### src/rtl/ysyx_25040129_axi_xbar_n.sv
// 1-master / NS-slave AXI4-style crossbar with base/mask decode and a local DECERR target.
// Define YSYX_25040129_XBAR_TIMEOUT_EN to add a per-channel watchdog that answers SLVERR.
module ysyx_25040129_axi_xbar_n #(
  parameter int               NS       = 3,
  parameter logic [NS*32-1:0] SLV_BASE = {32'h8000_0000, 32'h0f00_0000, 32'h0200_0048},
  parameter logic [NS*32-1:0] SLV_MASK = {32'h8000_0000, 32'hff00_0000, 32'hffff_fff8}
`ifdef YSYX_25040129_XBAR_TIMEOUT_EN
  , parameter int             TIMEOUT  = 1024
`endif
) (
  input  logic           clk,
  input  logic           rst,
  input  logic [31:0]    araddr,
  input  logic [2:0]     arsize,
  input  logic [7:0]     arlen,
  input  logic [1:0]     arburst,
  input  logic [31:0]    arsatp,
  input  logic           arvalid,
  output logic           arready,
  output logic [31:0]    rdata,
  output logic [1:0]     rresp,
  output logic           rlast,
  output logic           rvalid,
  input  logic           rready,
  input  logic [31:0]    awaddr,
  input  logic [31:0]    awsatp,
  input  logic           awvalid,
  output logic           awready,
  input  logic [31:0]    wdata,
  input  logic [3:0]     wstrb,
  input  logic           wvalid,
  output logic           wready,
  output logic [1:0]     bresp,
  output logic           bvalid,
  input  logic           bready,
`ifdef YSYX_25040129_XBAR_TIMEOUT_EN
  output logic [1:0]     to_status,
`endif
  output logic [NS*32-1:0] s_araddr,
  output logic [NS*3-1:0]  s_arsize,
  output logic [NS*8-1:0]  s_arlen,
  output logic [NS*2-1:0]  s_arburst,
  output logic [NS*32-1:0] s_arsatp,
  output logic [NS-1:0]    s_arvalid,
  input  logic [NS-1:0]    s_arready,
  input  logic [NS*32-1:0] s_rdata,
  input  logic [NS*2-1:0]  s_rresp,
  input  logic [NS-1:0]    s_rlast,
  input  logic [NS-1:0]    s_rvalid,
  output logic [NS-1:0]    s_rready,
  output logic [NS*32-1:0] s_awaddr,
  output logic [NS*32-1:0] s_awsatp,
  output logic [NS*32-1:0] s_wdata,
  output logic [NS*4-1:0]  s_wstrb,
  output logic [NS-1:0]    s_awvalid,
  output logic [NS-1:0]    s_wvalid,
  output logic [NS-1:0]    s_bready,
  input  logic [NS-1:0]    s_awready,
  input  logic [NS-1:0]    s_wready,
  input  logic [NS-1:0]    s_bvalid,
  input  logic [NS*2-1:0]  s_bresp
);

  localparam int IW = (NS > 1) ? $clog2(NS) : 1;

  typedef enum logic [1:0] {R_IDLE, R_FWD, R_ERR} r_state_e;
  typedef enum logic [1:0] {W_IDLE, W_FWD, W_ERR} w_state_e;

  // Returns {miss, index}; scanning downwards lets the lowest matching index win.
  function automatic logic [IW:0] decode(input logic [31:0] addr);
    logic [IW:0] res;
    res = {1'b1, {IW{1'b0}}};
    for (int i = NS - 1; i >= 0; i--) begin
      if ((addr & SLV_MASK[32*i +: 32]) == (SLV_BASE[32*i +: 32] & SLV_MASK[32*i +: 32]))
        res = {1'b0, IW'(i)};
    end
    return res;
  endfunction

  r_state_e      r_state_q;
  logic [IW-1:0] r_sel_q;
  logic          r_ar_done_q, r_err_ardy_q, r_err_rvalid_q, r_err_rlast_q;
  logic [1:0]    r_err_resp_q;
  logic [7:0]    r_cnt_q;
  w_state_e      w_state_q;
  logic [IW-1:0] w_sel_q;
  logic          w_aw_done_q, w_w_done_q, w_err_awrdy_q, w_err_wrdy_q, w_err_bvalid_q;
  logic [1:0]    w_err_resp_q;

  logic [IW:0]   ar_dec, aw_dec;
  logic          r_fwd, w_fwd, ar_hs, r_hs, aw_hs, w_hs, b_hs;
  logic          sel_arready, sel_rvalid, sel_rlast, sel_awready, sel_wready, sel_bvalid;
  logic [31:0]   sel_rdata;
  logic [1:0]    sel_rresp, sel_bresp;

  assign ar_dec = decode(araddr);
  assign aw_dec = decode(awaddr);
  assign r_fwd  = (r_state_q == R_FWD);
  assign w_fwd  = (w_state_q == W_FWD);

  always_comb begin
    sel_arready = 1'b0;
    sel_rvalid  = 1'b0;
    sel_rlast   = 1'b0;
    sel_rresp   = 2'b00;
    sel_rdata   = 32'd0;
    sel_awready = 1'b0;
    sel_wready  = 1'b0;
    sel_bvalid  = 1'b0;
    sel_bresp   = 2'b00;
    for (int i = 0; i < NS; i++) begin
      if (r_sel_q == IW'(i)) begin
        sel_arready = s_arready[i];
        sel_rvalid  = s_rvalid[i];
        sel_rlast   = s_rlast[i];
        sel_rresp   = s_rresp[2*i +: 2];
        sel_rdata   = s_rdata[32*i +: 32];
      end
      if (w_sel_q == IW'(i)) begin
        sel_awready = s_awready[i];
        sel_wready  = s_wready[i];
        sel_bvalid  = s_bvalid[i];
        sel_bresp   = s_bresp[2*i +: 2];
      end
    end
  end

  // Payloads are broadcast; only the handshakes are steered to the selected slave.
  for (genvar gi = 0; gi < NS; gi++) begin : g_slv
    assign s_araddr[32*gi +: 32]  = araddr;
    assign s_arsize[3*gi +: 3]    = arsize;
    assign s_arlen[8*gi +: 8]     = arlen;
    assign s_arburst[2*gi +: 2]   = arburst;
    assign s_arsatp[32*gi +: 32]  = arsatp;
    assign s_awaddr[32*gi +: 32]  = awaddr;
    assign s_awsatp[32*gi +: 32]  = awsatp;
    assign s_wdata[32*gi +: 32]   = wdata;
    assign s_wstrb[4*gi +: 4]     = wstrb;
    assign s_arvalid[gi] = r_fwd && (r_sel_q == IW'(gi)) && arvalid && !r_ar_done_q;
    assign s_rready[gi]  = r_fwd && (r_sel_q == IW'(gi)) && rready;
    assign s_awvalid[gi] = w_fwd && (w_sel_q == IW'(gi)) && awvalid && !w_aw_done_q;
    assign s_wvalid[gi]  = w_fwd && (w_sel_q == IW'(gi)) && wvalid && !w_w_done_q;
    assign s_bready[gi]  = w_fwd && (w_sel_q == IW'(gi)) && bready;
  end

  assign arready = r_fwd ? (sel_arready && !r_ar_done_q) : r_err_ardy_q;
  assign rvalid  = r_fwd ? sel_rvalid : r_err_rvalid_q;
  assign rlast   = r_fwd ? sel_rlast  : r_err_rlast_q;
  assign rdata   = r_fwd ? sel_rdata  : 32'd0;
  assign rresp   = r_fwd ? sel_rresp  : (r_err_rvalid_q ? r_err_resp_q : 2'b00);
  assign awready = w_fwd ? (sel_awready && !w_aw_done_q) : w_err_awrdy_q;
  assign wready  = w_fwd ? (sel_wready && !w_w_done_q) : w_err_wrdy_q;
  assign bvalid  = w_fwd ? sel_bvalid : w_err_bvalid_q;
  assign bresp   = w_fwd ? sel_bresp  : (w_err_bvalid_q ? w_err_resp_q : 2'b00);

  assign ar_hs = arvalid && arready;
  assign r_hs  = rvalid && rready;
  assign aw_hs = awvalid && awready;
  assign w_hs  = wvalid && wready;
  assign b_hs  = bvalid && bready;

`ifdef YSYX_25040129_XBAR_TIMEOUT_EN
  localparam int TW = $clog2(TIMEOUT + 1);
  logic [TW-1:0] r_to_q, w_to_q;
  logic          r_to_flag_q, w_to_flag_q;
  assign to_status = {w_to_flag_q, r_to_flag_q};
`endif

  always_ff @(posedge clk) begin
    if (!rst) begin
      r_state_q      <= R_IDLE;
      r_sel_q        <= '0;
      r_ar_done_q    <= 1'b0;
      r_err_ardy_q   <= 1'b0;
      r_err_rvalid_q <= 1'b0;
      r_err_rlast_q  <= 1'b0;
      r_err_resp_q   <= 2'b00;
      r_cnt_q        <= 8'd0;
`ifdef YSYX_25040129_XBAR_TIMEOUT_EN
      r_to_q         <= '0;
      r_to_flag_q    <= 1'b0;
`endif
    end else begin
      case (r_state_q)
        R_IDLE: begin
`ifdef YSYX_25040129_XBAR_TIMEOUT_EN
          r_to_q <= '0;
`endif
          if (arvalid) begin
            r_ar_done_q <= 1'b0;
            if (ar_dec[IW]) begin
              r_state_q    <= R_ERR;
              r_err_ardy_q <= 1'b1;
              r_err_resp_q <= 2'b11;
            end else begin
              r_state_q <= R_FWD;
              r_sel_q   <= ar_dec[IW-1:0];
            end
          end
        end
        R_FWD: begin
          // r_cnt_q tracks remaining beats so a watchdog abort knows where to resume.
          if (ar_hs) begin
            r_ar_done_q <= 1'b1;
            r_cnt_q     <= arlen;
          end
          if (r_hs) begin
            r_cnt_q <= r_cnt_q - 8'd1;
            if (rlast) begin
              r_state_q   <= R_IDLE;
              r_ar_done_q <= 1'b0;
              r_cnt_q     <= 8'd0;
            end
          end
`ifdef YSYX_25040129_XBAR_TIMEOUT_EN
          if (ar_hs || r_hs) begin
            r_to_q <= '0;
          end else if (r_to_q == TW'(TIMEOUT - 1)) begin
            r_state_q    <= R_ERR;
            r_err_resp_q <= 2'b10;
            r_to_flag_q  <= 1'b1;
            if (r_ar_done_q) begin
              r_err_rvalid_q <= 1'b1;
              r_err_rlast_q  <= (r_cnt_q == 8'd0);
            end else begin
              r_err_ardy_q <= 1'b1;
            end
          end else begin
            r_to_q <= r_to_q + TW'(1);
          end
`endif
        end
        R_ERR: begin
          if (!r_ar_done_q) begin
            if (r_err_ardy_q && arvalid) begin
              r_err_ardy_q   <= 1'b0;
              r_ar_done_q    <= 1'b1;
              r_cnt_q        <= arlen;
              r_err_rvalid_q <= 1'b1;
              r_err_rlast_q  <= (arlen == 8'd0);
            end else if (arvalid) begin
              r_err_ardy_q <= 1'b1;
            end
          end else if (r_err_rvalid_q && rready) begin
            if (r_err_rlast_q) begin
              r_state_q      <= R_IDLE;
              r_err_rvalid_q <= 1'b0;
              r_err_rlast_q  <= 1'b0;
              r_ar_done_q    <= 1'b0;
              r_cnt_q        <= 8'd0;
            end else begin
              r_cnt_q       <= r_cnt_q - 8'd1;
              r_err_rlast_q <= (r_cnt_q == 8'd1);
            end
          end
        end
        default: r_state_q <= R_IDLE;
      endcase
    end
  end

  always_ff @(posedge clk) begin
    if (!rst) begin
      w_state_q      <= W_IDLE;
      w_sel_q        <= '0;
      w_aw_done_q    <= 1'b0;
      w_w_done_q     <= 1'b0;
      w_err_awrdy_q  <= 1'b0;
      w_err_wrdy_q   <= 1'b0;
      w_err_bvalid_q <= 1'b0;
      w_err_resp_q   <= 2'b00;
`ifdef YSYX_25040129_XBAR_TIMEOUT_EN
      w_to_q         <= '0;
      w_to_flag_q    <= 1'b0;
`endif
    end else begin
      case (w_state_q)
        W_IDLE: begin
`ifdef YSYX_25040129_XBAR_TIMEOUT_EN
          w_to_q <= '0;
`endif
          if (awvalid) begin
            w_aw_done_q <= 1'b0;
            w_w_done_q  <= 1'b0;
            if (aw_dec[IW]) begin
              w_state_q     <= W_ERR;
              w_err_awrdy_q <= 1'b1;
              w_err_resp_q  <= 2'b11;
            end else begin
              w_state_q <= W_FWD;
              w_sel_q   <= aw_dec[IW-1:0];
            end
          end
        end
        W_FWD: begin
          if (aw_hs) w_aw_done_q <= 1'b1;
          if (w_hs)  w_w_done_q  <= 1'b1;
          if (b_hs) begin
            w_state_q   <= W_IDLE;
            w_aw_done_q <= 1'b0;
            w_w_done_q  <= 1'b0;
          end
`ifdef YSYX_25040129_XBAR_TIMEOUT_EN
          if (aw_hs || w_hs || b_hs) begin
            w_to_q <= '0;
          end else if (w_to_q == TW'(TIMEOUT - 1)) begin
            w_state_q    <= W_ERR;
            w_err_resp_q <= 2'b10;
            w_to_flag_q  <= 1'b1;
          end else begin
            w_to_q <= w_to_q + TW'(1);
          end
`endif
        end
        W_ERR: begin
          // AW and W are each acknowledged once, in whatever order the master offers them.
          if (w_err_awrdy_q) begin
            if (awvalid) begin
              w_err_awrdy_q <= 1'b0;
              w_aw_done_q   <= 1'b1;
            end
          end else if (!w_aw_done_q && awvalid) begin
            w_err_awrdy_q <= 1'b1;
          end
          if (w_err_wrdy_q) begin
            if (wvalid) begin
              w_err_wrdy_q <= 1'b0;
              w_w_done_q   <= 1'b1;
            end
          end else if (!w_w_done_q && wvalid) begin
            w_err_wrdy_q <= 1'b1;
          end
          if (w_err_bvalid_q) begin
            if (bready) begin
              w_state_q      <= W_IDLE;
              w_err_bvalid_q <= 1'b0;
              w_aw_done_q    <= 1'b0;
              w_w_done_q     <= 1'b0;
            end
          end else if (w_aw_done_q && w_w_done_q) begin
            w_err_bvalid_q <= 1'b1;
          end
        end
        default: w_state_q <= W_IDLE;
      endcase
    end
  end

endmodule
### config.mk
export PLATFORM = sky130hd
export DESIGN_NAME = ysyx_25040129_axi_xbar_n
export DESIGN_NICKNAME = d
export VERILOG_FILES = /design/src/rtl/ysyx_25040129_axi_xbar_n.sv
export SDC_FILE = /design/constraint.sdc
export NUM_CORES = 1
export LEC_CHECK = 0
export ABC_CLOCK_PERIOD_IN_PS = 3000
export BUFFER_PORTS_ARGS = -buffer_cell sky130_fd_sc_hd__clkbuf_2
export CELL_PAD_IN_SITES_DETAIL_PLACEMENT = 1
export CELL_PAD_IN_SITES_GLOBAL_PLACEMENT = 1
export CORE_AREA = 5 5 344 346
export CTS_CLUSTER_DIAMETER = 150
export DETAILED_ROUTE_END_ITERATION = 8
export DIE_AREA = 0 0 349 351
export PLACE_DENSITY = 0.3
export SLEW_MARGIN = 20
export SYNTH_ARGS = -nofsm -noshare
export SYNTH_HDL_FRONTEND = slang
export SYNTH_SLANG_ARGS = --single-unit
### constraint.sdc
create_clock -name clk -period 3 [get_ports clk]
set_input_delay 0.75 -clock clk [delete_from_list [all_inputs] [get_ports clk]]
set_output_delay 0.75 -clock clk [all_outputs]
set_load 0.01 [all_outputs]
==> impl_metrics.py, run 1 <==
metrics = {
    "run_status": {
        "status": "finished clean",
    },
    "yosys": {
        "yosys.area.top_type_share_pct": 55.1,
        "synth_cell_types": 58,
        "ys_top_cells_by_area": "buf_4, dfxtp_1, mux2i_1",
        "syn-num-nets": 1331,
        "yosysWarnings": 0,
        "yosysSeqAreaShare_pct": 7.45,
        "synthArstFlopShare_pct": 0,
        "ys.flop_type": "dfxtp_1",
        "postSynthCellCount": 1012,
        "ys_ff_latch": 27,
        "syn_area_um2": 7250,
        "synth-edff-count": 0,
        "avgSynthCellArea_um2": 7.17,
        "yosysTopAreaCell": "buf_4",
    },
    "critical_path": {
        "critPathLaunchType": "register",
        "required_ps": 2250,
        "cpMostUsedCell": "nor2_1",
        "end_kind": "output port",
        "reg2regPathDepth": 8,
        "crit_family": "flip-flops",
        "worstPathMaxFanout": 20,
        "cpMaxStageDelayCell": "dfxtp_4",
        "slowest_delay_ps": 580,
        "arrival_ps": 1950,
        "criticalPathCategory": "register to output port",
        "cp-startpoint": "r_sel_q[0]$_SDFFE_PN0P_",
        "crit_buf_inv": 3,
        "reg2reg_to": "r_cnt_q[7]$_SDFFE_PN0P_",
        "cp_cell_sequence": "buf_12 > buf_4 > mux2i_1 > nor2_1 > a21oi_1 > nor2_1 > clkbuf_2",
        "worstReg2RegStart": "r_sel_q[1]$_SDFFE_PN0P_",
        "rrSetupSlack_ps": 690,
    },
    "floorplan": {
        "ios": 898,
        "die_h_um": 351,
        "num_rows": 125,
        "dieArea_um2": 122000,
        "core_area_um2": 115000,
        "start_util_pct": 6.30,
        "die_w_um": 349,
    },
    "timing": {
        "hold_viol": 0,
        "finalSetupViolCount": 0,
        "worst_slack_ps": 304,
        "final.setup.tns_ps": 0,
        "slew_viol_final": 0,
        "period_needed_ps": 2700,
        "period_share_pct": 89.9,
        "fmax_ghz": 0.371,
        "worstMarginPinSlew_ps": 777,
        "slew_headroom_pct": 48.0,
        "rsz0062_at_grt": "no",
        "skew_ps": 2.29,
    },
    "cts": {
        "numCtsBuffers": 3,
        "path_clk_slew_ps": 80,
        "clockRootBuffer": "clkbuf_16",
        "clk_latency_ps": 280,
        "cts_tree": "built",
        "clock-sinks": 27,
        "cts_max_level": 1,
        "clockBufferDepth": 2,
        "postCtsHoldBufs": 0,
    },
    "power": {
        "p_int_mw": 1.12,
        "clkPwrFrac_pct": 15.8,
        "p_sw_mw": 1.05,
        "ir_worst_vdd_mv": 0.170,
        "p_seq_share_pct": 21.5,
        "power_leakage_nw": 3.16,
        "cellPowerDensity_nw_per_um2": 284,
        "total_power_mw": 2.17,
        "switching_share_pct": 48.4,
        "pwr-share-comb_pct": 62.7,
    },
    "detailed_routing": {
        "firstDrtPassIters": 4,
        "routed_wl_um": 35500,
        "vias": 5850,
        "vias_per_cell": 2.37,
        "post_drt_wl_per_cell_um": 14.4,
        "ant_nets": 0,
        "drc_errors": 0,
        "drt_iter0_drc": 162,
    },
    "place": {
        "dp_slack_ps": 177,
        "dpl.hpwl_um": 31500,
        "placed_area_um2": 7540,
        "port_buffers": 453,
        "place.gp.congestion": 0.767,
    },
    "worst_hold_path": {
        "min_from": "w_err_resp_q[0]$_SDFFE_PN0P_",
        "min_to": "w_err_resp_q[0]$_SDFFE_PN0P_",
        "min-delay-path-class": "register to register",
        "whs_path_depth": 2,
    },
    "global_routing": {
        "grt_max_degree": 33,
        "grt_overflow": 0,
        "grtUsageTotal_pct": 5.37,
        "grt_pass1_wl_um": 48100,
        "grt_pass1_vias": 6532,
        "antenna_found_initial": 8,
    },
    "cells_and_area": {
        "area_delta_synth_final_pct": 5.43,
        "finalInstanceArea_um2": 7650,
        "layout_commonest_cell": "clkbuf_2",
        "layout_common_cells": "clkbuf_2, nor2_1, a21oi_1",
        "final_nets": 1256,
        "drive_above_1_share_pct": 53.7,
        "fin_util_pct": 6.64,
    },
    "flow_run": {
        "max_cap_viol_count": 0,
    },
}
-- sequential cells by signal, summed over array words and instances, names as in the netlist, 2 cells and up --
name,count
r_cnt_q,8
r_sel_q,2
r_state_q,2
w_sel_q,2
w_state_q,2
-- worst min-delay path: cells and delay by family, from the launching register on --
family | cells | cell delay [ps]
flops | 1 | 330
buf+inv | 1 | 50
compound gates | 1 | 50
-- per-stage QoR --
step,cells,hold WS (ps)
6_report,2469,484
3_5_place_dp,2456,485
2_1_floorplan,1012,426
5_1_grt,2460,534
3_3_place_gp,2456,485
4_1_cts,2460,504
-- Yosys cell counts, types with 10 or more instances --
cell / count
clkbuf_1: 19
nor4_1: 12
nor3_1: 10
mux2i_1: 43
o21ai_0: 14
dfxtp_1: 27
nand2_1: 37
buf_4: 532
a21oi_1: 49
nor2_1: 105
nand3_1: 15
a221oi_1: 13
inv_1: 16
-- timing repair --
action / CTS / global route
resized for setup: 1 / 2
setup endpoints to repair: 1 / 6
buffers inserted: 0 / 0
gates cloned: 0 / 0
-- routing by layer --
metal | global-route usage, % | routed length [um] | up-vias | part of all wire, %
li1 | - | - | 2675 | -
met1 | 6.36 | 14500 | 2741 | 41
met2 | 8.62 | 16600 | 296 | 47
met3 | 2.42 | 3280 | 132 | 9.2
met4 | 1.81 | 1070 | 6 | 3.0
met5 | 0 | 47 | - | 0.13
-- layout make-up --
| cell class | count | area [um^2] |
|---|---|---|
| fill | 14100 | 107000 |
| multi-input combinational | 407 | 2530 |
| timing repair buffer | 481 | 2500 |
| tap | 1524 | 1910 |
| sequential | 27 | 546 |
| clock buffer | 4 | 78.8 |
| inverter | 17 | 63.8 |
| antenna | 9 | 22.5 |
-- power by group through the flow --
stage | Clock [mW] | Sequential, mW | Combinational [mW]
2_1_floorplan | 0 | 0.450 | 1.36
4_1_cts | 0.372 | 0.471 | 1.40
6_report | 0.342 | 0.468 | 1.36
3_3_place_gp | 0 | 0.479 | 1.38
3_5_place_dp | 0 | 0.479 | 1.39
5_1_grt | 0.376 | 0.480 | 1.52
-- kinds of logic after synthesis --
| logic type | count (synthesis) | share of synthesized area [%] |
|---|---|---|
| buf+inv | 578 | 57.8 |
| simple gates | 223 | 14.5 |
| compound gates | 123 | 11.6 |
| mux | 46 | 6.40 |
| flops | 27 | 7.45 |
| fa+ha+maj | 9 | 1.55 |
| xor+xnor | 6 | 0.725 |
-- worst max path at each step --
| stage | endpoint | slack, ps | cells after the start |
|---|---|---|---|
| 6_report | rdata[16] | 300 | 7 |
| 5_1_grt | rdata[16] | 140 | 7 |
| 4_1_cts | rdata[16] | 30 | 7 |
| 3_5_place_dp | r_err_ardy_q$_SDFFE_PN0P_ | 180 | 9 |
| 3_3_place_gp | r_err_ardy_q$_SDFFE_PN0P_ | 70 | 9 |
| 2_1_floorplan | rdata[24] | 760 | 7 |
(Power assumes the default switching activity.)
==> run 2, diff against run 1 <==
--- a/config.mk
+++ b/config.mk
@@ -7,13 +7,14 @@
 export LEC_CHECK = 0
 export ABC_CLOCK_PERIOD_IN_PS = 3000
 export BUFFER_PORTS_ARGS = -buffer_cell sky130_fd_sc_hd__clkbuf_2
-export CELL_PAD_IN_SITES_DETAIL_PLACEMENT = 1
-export CELL_PAD_IN_SITES_GLOBAL_PLACEMENT = 1
-export CORE_AREA = 5 5 344 346
+export CELL_PAD_IN_SITES_DETAIL_PLACEMENT = 0
+export CELL_PAD_IN_SITES_GLOBAL_PLACEMENT = 2
+export CORE_AREA = 5 5 348 350
+export CTS_BUF_LIST = sky130_fd_sc_hd__clkbuf_4 sky130_fd_sc_hd__clkbuf_8 sky130_fd_sc_hd__clkbuf_16
 export CTS_CLUSTER_DIAMETER = 150
 export DETAILED_ROUTE_END_ITERATION = 8
-export DIE_AREA = 0 0 349 351
-export PLACE_DENSITY = 0.3
+export DIE_AREA = 0 0 353 355
+export PLACE_DENSITY = 0.38
 export SLEW_MARGIN = 20
 export SYNTH_ARGS = -nofsm -noshare
 export SYNTH_HDL_FRONTEND = slang
==> run 2 against run 1 <==
Setup slack worse by 98 ps. Hold slack worse by 26 ps. Core utilization is 0.10 points lower. Flip-flop and latch count stayed put. Sequential power is 0.9% higher. Wire length is 3.2% lower. Count of clock-buffer cells in the layout stayed put. Die area is 2.3% higher. Critical endpoint is now rdata[31]. Largest cell class is now non-clock buffers. Highest routed layer is now met4.
==> impl_metrics.py, run 2 (synthesis gave the netlist of run 1 again) <==
metrics = {
    "cells_and_area": {
        "top_register": "r_cnt_q",
        "drive_above_1_share_pct": 53.8,
        "fillers": 13900,
        "area_delta_synth_final_pct": 5.93,
        "layout_commonest_cell": "clkbuf_2",
        "layout_common_cells": "clkbuf_2, nor2_1, a21oi_1",
        "largest_reg_flops": 8,
        "fin_cells": 2476,
        "final_nets": 1258,
        "fin_util_pct": 6.54,
    },
    "global_routing": {
        "grt_max_degree": 36,
        "grt_overflow": 0,
        "antenna_found_initial": 5,
        "grt_pass1_vias": 5846,
        "grt_pass1_wl_um": 45600,
        "grtUsageTotal_pct": 5.02,
    },
    "timing": {
        "slew_viol_final": 0,
        "rsz0062_at_grt": "no",
        "finalSetupViolCount": 0,
        "period_needed_ps": 2790,
        "slew_headroom_pct": 52.5,
        "fmax_ghz": 0.358,
        "worstMarginPinSlew_ps": 713,
        "period_share_pct": 93.1,
        "skew_ps": 3.90,
        "hold_viol": 0,
        "final.setup.tns_ps": 0,
    },
    "detailed_routing": {
        "routed_wl_um": 34400,
        "firstDrtPassIters": 5,
        "vias_per_cell": 2.31,
        "vias": 5730,
        "post_drt_wl_per_cell_um": 13.9,
        "ant_nets": 0,
        "drt_iter0_drc": 264,
        "drc_errors": 0,
    },
    "worst_hold_path": {
        "min-delay-path-class": "register to register",
    },
    "floorplan": {
        "dieArea_um2": 125000,
        "core_area_um2": 117000,
        "num_rows": 126,
        "die_w_um": 353,
        "ios": 898,
        "die_h_um": 355,
        "start_util_pct": 6.18,
    },
    "cts": {
        "path_clk_slew_ps": 90,
        "cts_max_level": 1,
        "clock-sinks": 27,
        "clockBufferDepth": 2,
        "clk_latency_ps": 280,
        "clockRootBuffer": "clkbuf_16",
        "postCtsHoldBufs": 0,
        "cts_tree": "built",
        "numCtsBuffers": 3,
        "cts_setup_buffers": 0,
        "ctsResizeCount": 0,
    },
    "critical_path": {
        "criticalPathCategory": "register to output port",
        "required_ps": 2250,
        "arrival_ps": 2040,
        "worstPathMaxFanout": 34,
        "end_kind": "output port",
        "critPathLaunchType": "register",
    },
    "power": {
        "cellPowerDensity_nw_per_um2": 290,
        "clkPwrFrac_pct": 16.3,
        "p_sw_mw": 1.08,
        "switching_share_pct": 48.6,
        "p_int_mw": 1.14,
        "ir_worst_vdd_mv": 0.170,
        "p_seq_share_pct": 21.2,
        "power_leakage_nw": 3.18,
        "pwr-share-comb_pct": 62.5,
    },
    "place": {
        "dpl.hpwl_um": 30400,
        "place.gp.congestion": 0.770,
        "place_inst": 2470,
        "port_buffers": 453,
    },
    "flow_run": {
        "max_cap_viol_count": 0,
    },
    "run_status": {
        "status": "finished clean",
    },
}
-- run 2: changes by cell type in the layout (fill, tap and decap cells not counted), sizes merged --
cell,delta
diode,-7
buf,+2
-- run 2: area by class of cell --
type	count	area, um^2	area share, %
well taps	1536	1920	25.0
clock buffers	4	82.6	1.07
multi-input cells	407	2520	32.9
inverters	17	63.8	0.830
diodes	2	5.00	0.0651
flip-flops and latches	27	543	7.07
repair buffers	483	2540	33.1
-- run 2: through the flow --
stage | total power, mW | setup slack (ps) | hold WS [ps] | area, um^2
2_1_floorplan | 1.81 | 758 | 426 | 7250
3_3_place_gp | 1.92 | 330 | 441 | 7600
3_5_place_dp | 1.91 | 321 | 449 | 7600
4_1_cts | 2.29 | 193 | 464 | 7680
5_1_grt | 2.42 | 47.0 | 487 | 7680
6_report | 2.23 | 206 | 458 | 7680
-- run 2: final timing paths --
path	from	endpoint	slack (ps)	cells past startpoint
hold reg to reg	w_err_resp_q[0]$_SDFFE_PN0P_	w_err_resp_q[0]$_SDFFE_PN0P_	460	2
hold / removal	w_err_resp_q[0]$_SDFFE_PN0P_	w_err_resp_q[0]$_SDFFE_PN0P_	460	2
setup / recovery	r_sel_q[0]$_SDFFE_PN0P_	rdata[31]	210	6
setup reg to reg	r_state_q[0]$_SDFFE_PN0P_	r_cnt_q[2]$_SDFFE_PN0P_	710	7
-- run 2: metal layers --
metal  part of all wire, %  vias up  GRT usage, %
met4                   2.5        0          1.28
li1                      -     2677             -
met5                     0        -             0
met3                   7.2       95          1.52
met2                    47      291          8.22
met1                    44     2667          6.45
-- run 2: worst max-delay path: stages, from the launching register on --
cell      delay, ps
dfxtp_2         450
buf_12          220
nor2b_2         180
buf_12          210
a21oi_1         110
nor2_1          330
clkbuf_2        220
-- run 2: power groups by stage --
stage | logic [mW] | clock network [mW] | registers, mW
floorplan | 1.36 | 0 | 0.450
global placement | 1.44 | 0 | 0.479
detailed placement | 1.43 | 0 | 0.480
CTS | 1.43 | 0.390 | 0.472
global route | 1.54 | 0.398 | 0.483
finish | 1.39 | 0.363 | 0.472
==> run 3, diff against run 2 <==
--- a/config.mk
+++ b/config.mk
@@ -6,15 +6,15 @@
 export NUM_CORES = 1
 export LEC_CHECK = 0
 export ABC_CLOCK_PERIOD_IN_PS = 3000
-export BUFFER_PORTS_ARGS = -buffer_cell sky130_fd_sc_hd__clkbuf_2
+export BUFFER_PORTS_ARGS = -buffer_cell sky130_fd_sc_hd__buf_2
 export CELL_PAD_IN_SITES_DETAIL_PLACEMENT = 0
 export CELL_PAD_IN_SITES_GLOBAL_PLACEMENT = 2
-export CORE_AREA = 5 5 348 350
+export CORE_AREA = 2 2 345 347
 export CTS_BUF_LIST = sky130_fd_sc_hd__clkbuf_4 sky130_fd_sc_hd__clkbuf_8 sky130_fd_sc_hd__clkbuf_16
 export CTS_CLUSTER_DIAMETER = 150
 export DETAILED_ROUTE_END_ITERATION = 8
-export DIE_AREA = 0 0 353 355
-export PLACE_DENSITY = 0.38
+export DIE_AREA = 0 0 347 349
+export PLACE_DENSITY_LB_ADDON = 0.1
 export SLEW_MARGIN = 20
 export SYNTH_ARGS = -nofsm -noshare
 export SYNTH_HDL_FRONTEND = slang
==> run 3 against run 2 <==
Critical path depth grew 1. Maximum frequency decreased by 0.88%. Core utilization is 0.058 points higher. Combinational power rose by 4%. Critical path type unchanged.
==> impl_metrics.py, run 3 (synthesis gave the netlist of run 1 again) <==
metrics = {
    "run_status": {
        "status": "finished clean",
    },
    "place": {
        "dpl.hpwl_um": 35300,
        "place.gp.congestion": 0.694,
        "port_buffers": 453,
        "dp_slack_ps": 128,
        "placed_area_um2": 7640,
    },
    "power": {
        "clkPwrFrac_pct": 16.9,
        "p_seq_share_pct": 20.5,
        "total_power_mw": 2.31,
        "ir_worst_vdd_mv": 0.230,
        "p_sw_mw": 1.14,
        "cellPowerDensity_nw_per_um2": 299,
        "p_int_mw": 1.17,
        "pwr-share-comb_pct": 62.7,
        "power_leakage_nw": 3.18,
        "switching_share_pct": 49.5,
    },
    "detailed_routing": {
        "post_drt_wl_per_cell_um": 16.2,
        "ant_nets": 0,
        "drt_iter0_drc": 262,
        "firstDrtPassIters": 4,
        "vias_per_cell": 2.31,
        "routed_wl_um": 40200,
        "drc_errors": 0,
        "vias": 5742,
    },
    "global_routing": {
        "grt_overflow": 0,
        "grt_max_degree": 35,
        "grt_pass1_vias": 5799,
        "grtUsageTotal_pct": 6.17,
        "antenna_found_initial": 6,
        "grt_pass1_wl_um": 51700,
    },
    "timing": {
        "hold_viol": 0,
        "period_share_pct": 94.0,
        "finalSetupViolCount": 0,
        "fmax_ghz": 0.355,
        "final.setup.tns_ps": 0,
        "slew_headroom_pct": 56.4,
        "worstMarginPinSlew_ps": 648,
        "slew_viol_final": 0,
        "rsz0062_at_grt": "no",
        "worst_slack_ps": 181,
        "skew_ps": 6.44,
        "period_needed_ps": 2820,
    },
    "floorplan": {
        "die_h_um": 349,
        "num_rows": 126,
        "die_w_um": 347,
        "core_area_um2": 117000,
        "start_util_pct": 6.18,
        "ios": 898,
        "dieArea_um2": 121000,
    },
    "cts": {
        "numCtsBuffers": 3,
        "clk_latency_ps": 300,
        "clockRootBuffer": "clkbuf_16",
        "cts_setup_buffers": 0,
        "path_clk_slew_ps": 90,
        "clockBufferDepth": 2,
        "clock-sinks": 27,
        "cts_max_level": 1,
        "cts_tree": "built",
    },
    "cells_and_area": {
        "drive_above_1_share_pct": 54.7,
        "layout_commonest_cell": "buf_2",
        "fin_util_pct": 6.60,
        "fillers": 13900,
        "final_nets": 1266,
        "area_delta_synth_final_pct": 6.87,
        "top_register": "r_cnt_q",
        "largest_reg_flops": 8,
        "regArea_um2": 546,
        "finalInstanceArea_um2": 7750,
        "multi_input_area_um2": 2540,
        "layout_common_cells": "buf_2, nor2_1, a21oi_1",
    },
    "critical_path": {
        "criticalPathCategory": "register to output port",
        "critPathLaunchType": "register",
        "end_kind": "output port",
        "arrival_ps": 2070,
        "worstPathMaxFanout": 15,
        "required_ps": 2250,
    },
    "worst_hold_path": {
        "min-delay-path-class": "register to register",
    },
    "flow_run": {
        "max_cap_viol_count": 0,
    },
}
-- run 3: changes by cell type in the layout (fill, tap and decap cells not counted), sizes merged --
| cell | previous run | this run |
|---|---|---|
| diode | 2 | 4 |
| buf | 30 | 491 |
| clkbuf | 457 | 4 |
-- run 3: stage by stage --
stage | cells | hold WS [ps]
floorplan | 1012 | 426
global placement | 2478 | 448
detailed placement | 2478 | 453
CTS | 2482 | 479
global route | 2483 | 503
finish | 2486 | 471
-- run 3: worst max-delay path, stage by stage, from the launching register on --
cell and delay, ps:
dfxtp_4 530, buf_4 310, mux2i_1 210, nor2_1 70, a21oi_2 260, nor2_1 100, buf_4 140, buf_2 130
-- run 3: worst paths after layout --
path | cells past startpoint | slack, ps | to | startpoint
worst max-delay path | 7 | 180 | rdata[21] | r_sel_q[0]$_SDFFE_PN0P_
worst min-delay path | 1 | 470 | r_err_resp_q[0]$_SDFFE_PN0P_ | r_err_resp_q[0]$_SDFFE_PN0P_
worst max register to register | 8 | 720 | r_cnt_q[2]$_SDFFE_PN0P_ | r_sel_q[0]$_SDFFE_PN0P_
worst min register to register | 1 | 470 | r_err_resp_q[0]$_SDFFE_PN0P_ | r_err_resp_q[0]$_SDFFE_PN0P_
-- run 3: what timing repair did --
| item | in CTS | in global routing |
|---|---|---|
| hold buffers | 0 | 0 |
| endpoints found under the setup margin | 3 | 2 |
| gates resized for setup | 3 | 2 |
-- run 3: layout make-up --
type	instances	area share, %
diodes	4	0.129
clock buffers	4	1.07
inverters	17	0.823
multi-input cells	407	32.7
flip-flops and latches	27	7.04
well taps	1536	24.8
repair buffers	491	33.4
-- run 3: layer usage --
metal / wire (um) / GRT usage, %
met1: 15200 / 6.88
met2: 21500 / 11.4
met3: 2300 / 1.33
met4: 1150 / 2.21
met5: 20 / 0
-- run 3: power groups by stage --
stage | combinational (mW) | clock, mW | sequential (mW)
2_1_floorplan | 1.36 | 0 | 0.450
3_3_place_gp | 1.52 | 0 | 0.486
3_5_place_dp | 1.49 | 0 | 0.485
4_1_cts | 1.50 | 0.438 | 0.476
5_1_grt | 1.61 | 0.437 | 0.486
6_report | 1.45 | 0.390 | 0.474
